[src/rtl/maxpool_engine_if.sv]
// Word-addressed memory port between the max-pool engine (master) and its memory (slave).
interface maxpool_engine_if #(
  parameter int DW = 16,
  parameter int AW = 27
);
  logic                 req;
  logic                 we;
  logic [AW-1:0]        addr;
  logic signed [DW-1:0] wdata;
  logic                 gnt;
  logic                 rvalid;
  logic signed [DW-1:0] rdata;

  modport master (output req, we, addr, wdata, input gnt, rvalid, rdata);
  modport slave  (input req, we, addr, wdata, output gnt, rvalid, rdata);
endinterface

[src/rtl/maxpool_engine.sv]
// 2x2 stride-2 max-pooling engine: reads an int16 CHW map, writes the pooled CHW map, pulses mp_done.
module maxpool_engine #(
  parameter int DW   = 16,
  parameter int AW   = 27,
  parameter int CW   = 11,
  parameter int DIMW = 13
) (
  input  logic             clk,
  input  logic             rst_n,
  input  logic             mp_rst,
  input  logic [AW-1:0]    mp_ifaddr,
  input  logic [AW-1:0]    mp_ofaddr,
  input  logic [CW-1:0]    mp_C,
  input  logic [DIMW-1:0]  mp_H,
  input  logic [DIMW-1:0]  mp_W,
  output logic             mp_done,
  maxpool_engine_if.master mem
);
  localparam int HWW = 2 * DIMW;

  typedef enum logic [2:0] {
    S_IDLE, S_RD_REQ, S_RD_WAIT, S_WR_REQ, S_SKIP, S_FLUSH, S_DONE
  } state_t;

  state_t               state, nxt;
  logic                 pend;
  logic [1:0]           k;
  logic [CW-1:0]        c_q, c_idx;
  logic [DIMW-1:0]      w_q, ho_q, wo_q, oy, ox;
  logic [HWW-1:0]       hw_q;
  logic                 degen_q;
  logic [AW-1:0]        chan_ptr, row_ptr, px_ptr, out_ptr;
  logic signed [DW-1:0] acc, wdata_q;

  logic                 start_degen, rd_gnt, wr_gnt, rv, abort, flush_req;
  logic                 ox_last, oy_last, c_last, last_px;
  logic [AW-1:0]        rd_off, hw_ext, w2_ext;

  // Tie keeps the incumbent value.
  function automatic logic signed [DW-1:0] smax(input logic signed [DW-1:0] a,
                                                input logic signed [DW-1:0] b);
    return (b > a) ? b : a;
  endfunction

  assign start_degen = (mp_C == '0) || (mp_H < DIMW'(2)) || (mp_W < DIMW'(2));
  assign rd_gnt      = (state == S_RD_REQ) && mem.gnt;
  assign wr_gnt      = (state == S_WR_REQ) && mem.gnt;
  assign rv          = pend && mem.rvalid;
  assign abort       = mp_rst && (state != S_IDLE);
  // A read still in flight (or granted right now) must drain before restarting.
  assign flush_req   = (pend && !mem.rvalid) || rd_gnt;
  assign ox_last     = (ox == wo_q - DIMW'(1));
  assign oy_last     = (oy == ho_q - DIMW'(1));
  assign c_last      = (c_idx == c_q - CW'(1));
  assign last_px     = ox_last && oy_last && c_last;
  assign hw_ext      = AW'(hw_q);
  assign w2_ext      = AW'({w_q, 1'b0});
  assign mem.wdata   = wdata_q;

  always_comb begin
    case (k)
      2'd0:    rd_off = '0;
      2'd1:    rd_off = AW'(1);
      2'd2:    rd_off = AW'(w_q);
      default: rd_off = AW'(w_q) + AW'(1);
    endcase
  end

  always_ff @(posedge clk or negedge rst_n) begin
    if (!rst_n) state <= S_IDLE;
    else        state <= nxt;
  end

  always_comb begin
    nxt      = state;
    mp_done  = 1'b0;
    mem.req  = 1'b0;
    mem.we   = 1'b0;
    mem.addr = '0;
    case (state)
      S_IDLE:    if (mp_rst) nxt = start_degen ? S_SKIP : S_RD_REQ;
      S_RD_REQ: begin
        mem.req  = 1'b1;
        mem.addr = px_ptr + rd_off;
        if (mem.gnt) nxt = S_RD_WAIT;
      end
      S_RD_WAIT: if (rv) nxt = (k == 2'd3) ? S_WR_REQ : S_RD_REQ;
      S_WR_REQ: begin
        mem.req  = 1'b1;
        mem.we   = 1'b1;
        mem.addr = out_ptr;
        if (mem.gnt) nxt = last_px ? S_DONE : S_RD_REQ;
      end
      // Empty jobs still answer with the same start-to-done spacing.
      S_SKIP:    nxt = S_DONE;
      S_FLUSH:   if (rv) nxt = degen_q ? S_SKIP : S_RD_REQ;
      S_DONE: begin
        mp_done = 1'b1;
        nxt     = S_IDLE;
      end
      default:   nxt = S_IDLE;
    endcase
    if (abort) nxt = flush_req ? S_FLUSH : (start_degen ? S_SKIP : S_RD_REQ);
  end

  always_ff @(posedge clk or negedge rst_n) begin
    if (!rst_n) begin
      pend     <= 1'b0;
      k        <= '0;
      c_q      <= '0;
      c_idx    <= '0;
      w_q      <= '0;
      ho_q     <= '0;
      wo_q     <= '0;
      oy       <= '0;
      ox       <= '0;
      hw_q     <= '0;
      degen_q  <= 1'b0;
      chan_ptr <= '0;
      row_ptr  <= '0;
      px_ptr   <= '0;
      out_ptr  <= '0;
      acc      <= '0;
      wdata_q  <= '0;
    end else begin
      if (rd_gnt)  pend <= 1'b1;
      else if (rv) pend <= 1'b0;

      if (mp_rst) begin
        c_q      <= mp_C;
        w_q      <= mp_W;
        ho_q     <= mp_H >> 1;
        wo_q     <= mp_W >> 1;
        hw_q     <= HWW'(mp_H) * HWW'(mp_W);
        degen_q  <= start_degen;
        chan_ptr <= mp_ifaddr;
        row_ptr  <= mp_ifaddr;
        px_ptr   <= mp_ifaddr;
        out_ptr  <= mp_ofaddr;
        c_idx    <= '0;
        oy       <= '0;
        ox       <= '0;
        k        <= '0;
      end else begin
        if (state == S_RD_WAIT && rv) begin
          acc <= (k == 2'd0) ? mem.rdata : smax(acc, mem.rdata);
          if (k == 2'd3) wdata_q <= smax(acc, mem.rdata);
          k <= k + 2'd1;
        end
        // Walk the output raster; pointers advance incrementally, no multiply per access.
        if (wr_gnt) begin
          out_ptr <= out_ptr + AW'(1);
          if (!ox_last) begin
            ox     <= ox + DIMW'(1);
            px_ptr <= px_ptr + AW'(2);
          end else if (!oy_last) begin
            ox      <= '0;
            oy      <= oy + DIMW'(1);
            row_ptr <= row_ptr + w2_ext;
            px_ptr  <= row_ptr + w2_ext;
          end else if (!c_last) begin
            ox       <= '0;
            oy       <= '0;
            c_idx    <= c_idx + CW'(1);
            chan_ptr <= chan_ptr + hw_ext;
            row_ptr  <= chan_ptr + hw_ext;
            px_ptr   <= chan_ptr + hw_ext;
          end
        end
      end
    end
  end
endmodule

[src/flat_wrapper.sv]
// flat-port wrapper written by rule: the top's interface ports become plain ports
module maxpool_engine_flat 
#(
  parameter int DW   = 16,
  parameter int AW   = 27,
  parameter int CW   = 11,
  parameter int DIMW = 13
)
  (clk, rst_n, mp_rst, mp_ifaddr, mp_ofaddr, mp_C, mp_H, mp_W, mp_done, mem_req, mem_we, mem_addr, mem_wdata, mem_gnt, mem_rvalid, mem_rdata);
  maxpool_engine_if #(.DW(DW), .AW(AW)) mem_i ();
  input  logic clk;
  input  logic rst_n;
  input  logic mp_rst;
  input  logic [AW-1:0] mp_ifaddr;
  input  logic [AW-1:0] mp_ofaddr;
  input  logic [CW-1:0] mp_C;
  input  logic [DIMW-1:0] mp_H;
  input  logic [DIMW-1:0] mp_W;
  output logic mp_done;
  output wire logic [$bits(mem_i.req)-1:0] mem_req;
  output wire logic [$bits(mem_i.we)-1:0] mem_we;
  output wire logic [$bits(mem_i.addr)-1:0] mem_addr;
  output wire logic [$bits(mem_i.wdata)-1:0] mem_wdata;
  input wire logic [$bits(mem_i.gnt)-1:0] mem_gnt;
  input wire logic [$bits(mem_i.rvalid)-1:0] mem_rvalid;
  input wire logic [$bits(mem_i.rdata)-1:0] mem_rdata;
  assign mem_req = mem_i.req;
  assign mem_we = mem_i.we;
  assign mem_addr = mem_i.addr;
  assign mem_wdata = mem_i.wdata;
  assign mem_i.gnt = mem_gnt;
  assign mem_i.rvalid = mem_rvalid;
  assign mem_i.rdata = mem_rdata;
  maxpool_engine #(.DW(DW), .AW(AW), .CW(CW), .DIMW(DIMW)) u_core (.clk(clk), .rst_n(rst_n), .mp_rst(mp_rst), .mp_ifaddr(mp_ifaddr), .mp_ofaddr(mp_ofaddr), .mp_C(mp_C), .mp_H(mp_H), .mp_W(mp_W), .mp_done(mp_done), .mem(mem_i));
endmodule
[config.mk]
export PLATFORM = sky130hd
export DESIGN_NAME = maxpool_engine_flat
export DESIGN_NICKNAME = d
export VERILOG_FILES = /design/src/rtl/maxpool_engine_if.sv /design/src/rtl/maxpool_engine.sv /design/src/flat_wrapper.sv
export SDC_FILE = /design/constraint.sdc
export NUM_CORES = 1
export LEC_CHECK = 0
export CORE_MARGIN = 2
export CORE_UTILIZATION = 33
export DETAILED_ROUTE_END_ITERATION = 10
export PLACE_DENSITY = 0.56
export SYNTH_ARGS = -nofsm -noshare
export SYNTH_HDL_FRONTEND = slang
export SYNTH_SLANG_ARGS = --single-unit
[constraint.sdc]
create_clock -name clk -period 4.9 [get_ports clk]
set_clock_uncertainty 0.1 [all_clocks]
set_input_delay 1.225 -clock clk [delete_from_list [all_inputs] [get_ports clk]]
set_output_delay 1.225 -clock clk [all_outputs]
set_load 0.005 [all_outputs]
Word-level counts from Yosys, hierarchy flattened
Index checks and enable logic that the tools add are counted.
{ "op_classes": {"n_eq_ne": 20, "n_mux": 51, "n_addsub": 13, "bitwise_logic": 1, "n_reduce_logical": 28, "n_lt_le_gt_ge": 3, "mul": 1} }
{ "op_table": {"columns": ["op", "count"], "rows": [
  ["$mux 27", 14],
  ["$mux 13", 9],
  ["$pmux 27 s3", 1],
  ["$mux 11", 5],
  ["$pmux 27 s2", 1],
  ["$mux 16", 2],
  ["$mux 3", 10],
  ["$add 27x1->27 const B", 1],
  ["$add 27x14->27", 1],
  ["$add 27x2->27 const B", 1],
  ["$add 27x26->27", 1],
  ["$add 27x27->27", 1],
  ["$add 13x1->13 const B", 2],
  ["$eq 13x13->1", 2],
  ["$lt 13x2->1 const B", 2],
  ["$mul 13x13->26", 1],
  ["$sub 12x1->13 const B", 2],
  ["$pmux 3 s6", 1],
  ["$gt 16x16->1", 1],
  ["$add 13x1->14 const B", 1],
  ["$add 11x1->11 const B", 1],
  ["$eq 11x11->1", 1],
  ["$logic_not 11->1", 1],
  ["$sub 11x1->11 const B", 1],
  ["other kinds (26)", 54]
]} }
{ "totals": {"reg_bits": 258, "wordCells": 135, "out_inout_bits": 46, "in_bits": 112} }

Depth between registers and ports, before layout
Gate-level depths: netlist of run 1.
{ "depth": {"word_depth": 8, "ltp_mapped": 22} }

Worst setup path after synthesis of run 1
OpenSTA, ideal clock, no wires.
{ "synth_timing": {"kind": "input port to flip-flop", "start": "input mp_H[8]", "end": "register u_core.hw_q[24]", "setup_ns": 0.125, "path_slack_ns": -1.755, "n_path_buf": 1, "required_time_ns": 4.675, "stages": 21, "arrival_ns": 6.430, "path_cell_list": "clkbuf_1 and2_1 fa_1 inv_1 fa_1 inv_1 fa_1 fa_1 inv_1 fa_1 inv_1 ha_1 or3_1 a2111oi_0 nor3_1 o22ai_1 o21ai_0 a21o_1 a21oi_1 xnor2_1 mux2_2"} }
{ "synth_via": {"elab_chain_cells": 1} }
{ "synth_rtl": {"columns": ["element", "line_no", "text"], "rows": [
  ["start: declaration", "flat_wrapper.sv:17", "input logic [DIMW-1:0] mp_H;"],
  ["$mul 13x13->26", "maxpool_engine.sv:134", "hw_q <= HWW'(mp_H) * HWW'(mp_W);"],
  ["end signal: assignment", "maxpool_engine.sv:134", null],
  ["end: declaration", "maxpool_engine.sv:30", "logic [HWW-1:0] hw_q;"]
]} }
No other way between the ends.
A chain may end at the register's enable or synchronous reset.

Worst setup path after layout of run 1
{ "layout_timing": {"start": "input mp_H[6]", "end": "register u_core.hw_q[25]"} }
The elaborated chain is that of the path after synthesis.

==> impl_results.md, run 1 <==
* Tmin final at 5.77 ns
* Finished Layout Cells at 4,055
* Core Rows at 97
* Fraction of registers with async set/reset at 100%
* Core Util, Final at 43.2%
* Core Region at 0.0701 mm2
* Clock tree from TritonCTS: yes
* Fraction of layout cells with a size suffix above 1 at 23.2%
* I/O Buffers at 157
* Slowest stage delay, CP at 0.58 ns
* Total track usage at 21.1%
* Worst hold slack at 0.376 ns
* Hpwl dp at 59.4 mm
* Worst slew margin at 19.8%
* Syn Area/Cell at 8.58 um2
* Worst path cell trace: buf_12 -> buf_12 -> buf_6 -> and2_4 -> fa_2 -> fa_2 -> fa_2 -> fa_1 -> inv_2 -> fa_1 -> inv_2 -> ha_4 -> a21o_1 -> a221oi_2 -> o31ai_2 -> a32oi_2 -> a21oi_2 -> a21o_1 -> nand3_2 -> and3b_1 -> o211ai_1
* CP top delay family: adder cells
* Max-cap violations at 0
* Largest net degree at the start of global routing at 103
* Crit path top cell by count: fa_2
* Commonest cells in the netlist: nand2_1 (289), inv_1 (250), dfrtp_1 (246)
* First-pass GRT wire length at 125 mm
* Worst-Skew Late Latency at 0.60 ns
* Via count at 21,800
* Crit end category: flop
* Buffers & Inverters on Critical Path at 5
* Dpl cells at 3,925
* Cell area after synthesis at 0.0234 mm2
* Setup TNS at -18.33 ns
* Num CTS Buffers at 31
* Most common cell in the netlist: nand2_1
* CTS root buffer: clkbuf_16
* Lkg Pwr at 13.5 nW
* Clk buf depth at 3
* Vias in the first global route at 22,300
* Grt ovf at 0
* Syn Inst Count at 2,729
* DP Area at 0.0278 mm2
* WL final at 79.1 mm
* Slew Limit Fails at 0
* CP Launch Type: input port
* Post-route DRC at 0
* Power per Cell Area at 487 mW/mm2
* Drt pass-1 iters at 7
* Crit Path Max Fanout at 4
* #FFs+latches synth at 246
* Violated checks: setup timing
* Total die area at 0.0731 mm2
* Multi-input logic area at 0.0167 mm2
* Worst Path Class, Setup: input port to flop
* Num Clock Sinks at 246
* Highest Clock Rate at 173 MHz
* Die width at 270 um
* Detail Route Antenna Nets at 0
* Final hold viol count at 0
* Post-synth cell types at 91
* Post-synthesis sequential area ratio at 26.3%
* Critical Path RT at 5.26 ns
* DR WL/cell at 19.5 um
* Place WS at -2.16 ns
* Final worst path period share at 118%
* Status: finished, violations left
* Max VDD drop at 0.532 mV
* Sequential cell area at 0.00616 mm2
* Yosys warns at 0
* Most used DFF post-synth: dfrtp_1
* WP data arrival at 6.13 ns
* Power Total at 14.7 mW
* Starting Density at 33.4%
* Layout area overhead at 29.3%
* Antenna violations before repair at 0
* Post-synthesis net count at 3,119
* RSZ-0062 raised after global routing: true
* Final WS setup at -0.867 ns
* Final nets at 3,479
* Num ports at 158
* H-Tree Depth at 1
* Worst-path clk slew at 0.06 ns
* Die Y-Extent at 270 um
* # fillers at 6,927
* Type of the most critical hold path: flop to flop
* Top cell type's share of synthesized area at 26.3%
* Final instance area at 0.0303 mm2
* DRT iter0 DRCs at 1,605
* Area contributors post-synth: dfrtp_1 (26%), fa_1 (11%), ha_1 (8.2%)
* Mean number of vias per cell at 5.38
* Critical path's slowest cell: fa_2
* Slew @ Worst Pin at 1.20 ns
* Post-synth EDFFs at 0
* Final Wtd Congestion at 0.880
* Dominant cell type by area after synthesis: dfrtp_1
* Final number of setup-violating endpoints at 34
path summary, 6_finish.rpt:
kind | start | end | slack [ns] | cells after the start
min in group asynchronous | rst_n | u_core.out_ptr[6] | 0.47 | 1
max | mp_H[6] | u_core.hw_q[25] | -0.87 | 21
min reg2reg | u_core.mem.wdata[2] | u_core.mem.wdata[2] | 0.38 | 2
max reg2reg | u_core.w_q[1] | u_core.oy[4] | 0.37 | 13
min | u_core.mem.wdata[2] | u_core.mem.wdata[2] | 0.38 | 2
max in group asynchronous | rst_n | u_core.w_q[11] | 3.17 | 2
worst min-delay path: stages, from the launching register on:
cell     delay [ns]
dfrtp_1        0.34
nand2_1        0.04
o21ai_0        0.06
area by class of cell:
cell class | count | area share (%)
sequential | 246 | 20.3
multi-input combinational | 2094 | 55.2
clock inverter | 23 | 0.963
tap | 940 | 3.88
inverter | 251 | 3.12
clock buffer | 35 | 2.74
timing repair buffer | 465 | 13.7
antenna | 1 | 0.00827
power by group:
part           switching [mW]  internal (mW)  leakage (nW)  total (mW)
Combinational            4.80           4.68          9.91        9.48
Clock                    1.01           1.54         0.557        2.54
Sequential              0.337           2.37          3.05        2.71
Total                    6.14           8.59          13.5        14.7
routing by layer:
metal | global-route usage (%) | part of all wire [%] | vias up
met5 | 0 | 0 | -
met4 | 6.35 | 3.3 | 0
met3 | 2.96 | 4.6 | 148
met2 | 35.9 | 48 | 548
met1 | 27.8 | 44 | 10900
li1 | - | - | 10200
registers in the layout (all words and copies together) (netlist names):
signal / count
u_core.chan_ptr: 27
u_core.out_ptr: 27
u_core.px_ptr: 27
u_core.row_ptr: 27
u_core.hw_q: 26
u_core.acc: 16
u_core.mem.wdata: 16
u_core.ox: 13
u_core.oy: 13
u_core.w_q: 13
u_core.ho_q: 12
u_core.c_idx: 11
u_core.c_q: 11
u_core.state: 3
u_core.k: 2
u_core.degen_q: 1
u_core.pend: 1
repair_timing:
item,4_1_cts,5_1_grt
buffers inserted,49,27
resized for setup,300,139
endpoints found under the hold margin,0,0
setup endpoints to repair,43,42
pin swaps,94,101
gates cloned,5,0
hold buffers,0,0
logic make-up after synthesis:
logic type               after synthesis  share of synthesized area (%)
multiplexers                         132                           6.02
XOR/XNOR                             166                           6.21
buffers and inverters                389                           6.44
AO/OA/AOI/OAI                        577                           16.1
adder cells (fa/ha/maj)              278                           18.8
flip-flops                           246                           26.3
AND/OR/NAND/NOR                      941                           20.1
placed cells by master, fill, tap and decap left out, types with 23 or more instances in the layout:
master / Yosys / layout
clkdlybuf4s50_1: 0 / 106
fa_1: 124 / 106
nor2_1: 163 / 156
buf_2: 13 / 28
clkbuf_16: 0 / 31
xor2_1: 63 / 59
inv_2: 0 / 34
o21ai_0: 155 / 143
nor3_1: 66 / 59
xnor2_1: 103 / 95
inv_1: 250 / 215
buf_6: 3 / 60
nand2_1: 289 / 276
nand2b_1: 23 / 23
and2_1: 102 / 72
and3_1: 32 / 30
and2_4: 0 / 30
o21a_1: 27 / 26
mux2i_1: 61 / 61
nand3_1: 77 / 71
mux2_2: 70 / 64
a21oi_1: 116 / 94
nand4_1: 38 / 38
ha_1: 154 / 133
dfrtp_1: 246 / 245
buf_4: 2 / 243
nor4_1: 35 / 34
or3_1: 29 / 27
o211ai_1: 24 / 24
o31ai_1: 29 / 25
a21o_1: 39 / 39
No activity file was read; power rests on OpenSTA's default activity.
==> run 2: changes to the inputs <==
- TNS_END_PERCENT: unset -> 5
==> run 2 against run 1 <==
The run still ends with setup timing left. Sequential cell count unchanged. Combinational power decreased by 3.4%. Via count down 1.3%. Routed wire length is 1.1% lower. Sequential share of layout area up 0.59 points. Design area fell by 2.9%. Die area is the same. Total power down 0.91%. Register-to-register slack better by 0.05 ns. Global-route usage grew 0.18 points. Critical path depth stayed put.
==> impl_results.md, run 2 (same netlist as run 1, synthesis figures left out) <==
* Mean number of vias per cell at 5.38 (about the same)
* Crit Path Max Fanout at 5 (+1)
* Grt ovf at 0 (unchanged)
* Num CTS Buffers at 34 (+9.7%)
* Antenna violations before repair at 0 (unchanged)
* Layout area overhead at 25.6%
* Worst-path clk slew at 0.05 ns (about the same)
* Violated checks: setup timing
* Via count at 21,500 (-1.3%)
* Detail Route Antenna Nets at 0 (unchanged)
* Core Util, Final at 41.9% (-1.2 points)
* Num ports at 158 (unchanged)
* Core Region at 0.0701 mm2 (unchanged)
* Final worst path period share at 119% (+1.7 points)
* Most frequent cells in the layout: nand2_1 (282), dfrtp_1 (246), inv_1 (235), buf_4 (232), nor2_1 (160)
* Tmin final at 5.85 ns (+0.0838 ns)
* Slew Limit Fails at 0 (unchanged)
* DR WL/cell at 19.5 um (+0.15%)
* Power per Cell Area at 496 mW/mm2 (+2.0%)
* Fraction of layout cells with a size suffix above 1 at 18.3% (-4.9 points)
* Total die area at 0.0731 mm2 (unchanged)
* Num Clock Sinks at 246 (unchanged)
* Slew @ Worst Pin at 1.11 ns (-0.0862 ns)
* Final Wtd Congestion at 0.911 (+3.5%)
* Total track usage at 21.3% (+0.18 points)
* Crit end category: flop
* CTS root buffer: clkbuf_16
* Finished Layout Cells at 4,005 (-1.2%)
* Drt pass-1 iters at 6 (-1)
* Final number of setup-violating endpoints at 39 (+15%)
* Post-route DRC at 0 (unchanged)
* WL final at 78.2 mm (-1.1%)
* Clk buf depth at 3 (unchanged)
* # fillers at 7,077 (+2.2%)
* Cts hold-fix bufs at 0 (unchanged)
* H-Tree Depth at 2 (+1)
* Worst slew margin at 25.5% (+5.8 points)
* I/O Buffers at 157 (unchanged)
* Status: finished, violations left
* Hpwl dp at 60.0 mm (+0.97%)
* Worst hold slack at 0.380 ns (+0.00415 ns)
* Final nets at 3,432 (-1.4%)
* Lkg Pwr at 13.1 nW (-3.3%)
* Diodes inserted at 0 (-1)
* Starting Density at 33.4% (unchanged)
* Vias in the first global route at 22,000 (-1.1%)
* Worst-Skew Late Latency at 0.55 ns (-0.05 ns)
* Setup TNS at -19.95 ns (-1.62 ns)
* DRT iter0 DRCs at 1,803 (+12%)
* WP data arrival at 6.17 ns (+0.04 ns)
* RSZ-0062 raised after global routing: true
* DP Area at 0.0276 mm2 (-0.86%)
* Max VDD drop at 0.553 mV (+3.9%)
* Die width at 270 um (unchanged)
* Largest net degree at the start of global routing at 134 (+30%)
* Critical Path RT at 5.22 ns (-0.04 ns)
* Clock tree from TritonCTS: yes
* Final instance area at 0.0294 mm2 (-2.9%)
* Final hold viol count at 0 (unchanged)
* Core Rows at 97 (unchanged)
* Final WS setup at -0.950 ns (-0.0838 ns)
* CP Launch Type: input port
* Most common cell after layout, fill and taps aside: nand2_1
* Type of the most critical hold path: flop to flop
* Highest Clock Rate at 171 MHz (-1.4%)
* Die Y-Extent at 270 um (unchanged)
* Worst Path Class, Setup: input port to flop
* Dpl cells at 3,917 (-0.20%)
* First-pass GRT wire length at 125 mm (-0.26%)
* Max-cap violations at 0 (unchanged)
[run 2: metal layers]
layer | wire, um | up-vias | GRT usage [%] | share of wire (%)
li1 | - | 10100 | - | -
met3 | 4090 | 113 | 2.63 | 5.2
met5 | 0 | - | 0 | 0
met4 | 1870 | 0 | 6.00 | 2.4
met1 | 35200 | 10700 | 29.1 | 45
met2 | 37100 | 648 | 35.4 | 47
[run 2: layout make-up]
class	count	area [um2]	area share (%)
sequential	246	6160	20.9
tap	940	1180	4.00
clock inverter	9	153	0.519
timing repair buffer	415	3600	12.3
clock buffer	50	1050	3.59
multi-input combinational	2094	16300	55.5
inverter	251	942	3.20
[run 2: worst max-delay path: stages]
cell       delay (ns)
buf_8            0.10
buf_6            0.12
and2_4           0.14
fa_1             0.52
inv_1            0.05
fa_1             0.50
inv_1            0.05
fa_1             0.45
fa_1             0.51
inv_1            0.05
fa_1             0.49
inv_2            0.05
ha_4             0.15
or3_4            0.41
a2111oi_4        0.32
or2_2            0.21
o21ai_0          0.14
buf_4            0.16
a21oi_1          0.17
xnor2_1          0.08
mux2_2           0.26
[run 2: where the power goes]
group          leakage, nW  internal (mW)  switching (mW)
logic                 9.42           4.43            4.74
registers             3.05           2.37           0.359
clock network        0.596           1.70            1.00
[run 2: stage by stage]
| stage | setup slack, ns | total power [mW] |
|---|---|---|
| after floorplan | -1.18 | 8.23 |
| after global placement | -1.92 | 11.0 |
| after detailed placement | -1.97 | 11.1 |
| after CTS | -0.948 | 14.2 |
| after global routing | -1.17 | 15.8 |
| final | -0.950 | 14.6 |
[run 2: path summary, 6_finish.rpt]
| path | cells past startpoint | startpoint | slack [ns] | end |
|---|---|---|---|---|
| min in group asynchronous | 1 | rst_n | 0.54 | u_core.out_ptr[14] |
| max | 21 | mp_H[9] | -0.95 | u_core.hw_q[16] |
| max in group asynchronous | 2 | rst_n | 3.26 | u_core.c_q[4] |
| min | 2 | u_core.mem.wdata[8] | 0.38 | u_core.mem.wdata[8] |
| max reg2reg | 14 | u_core.w_q[1] | 0.42 | u_core.oy[9] |
| min reg2reg | 2 | u_core.mem.wdata[8] | 0.38 | u_core.mem.wdata[8] |
[run 2: repair_timing]
| action | 4_1_cts | 5_1_grt |
|---|---|---|
| pin swaps | 49 | 49 |
| resized for setup | 188 | 85 |
| buffers inserted | 19 | 3 |
| setup endpoints to repair | 43 | 42 |
| cloned | 7 | 0 |
==> run 3: changes to the inputs <==
- TNS_END_PERCENT: 5 -> unset
==> results of run 3 <==
Final layout, timing and power as in run 1 (identical DEF).
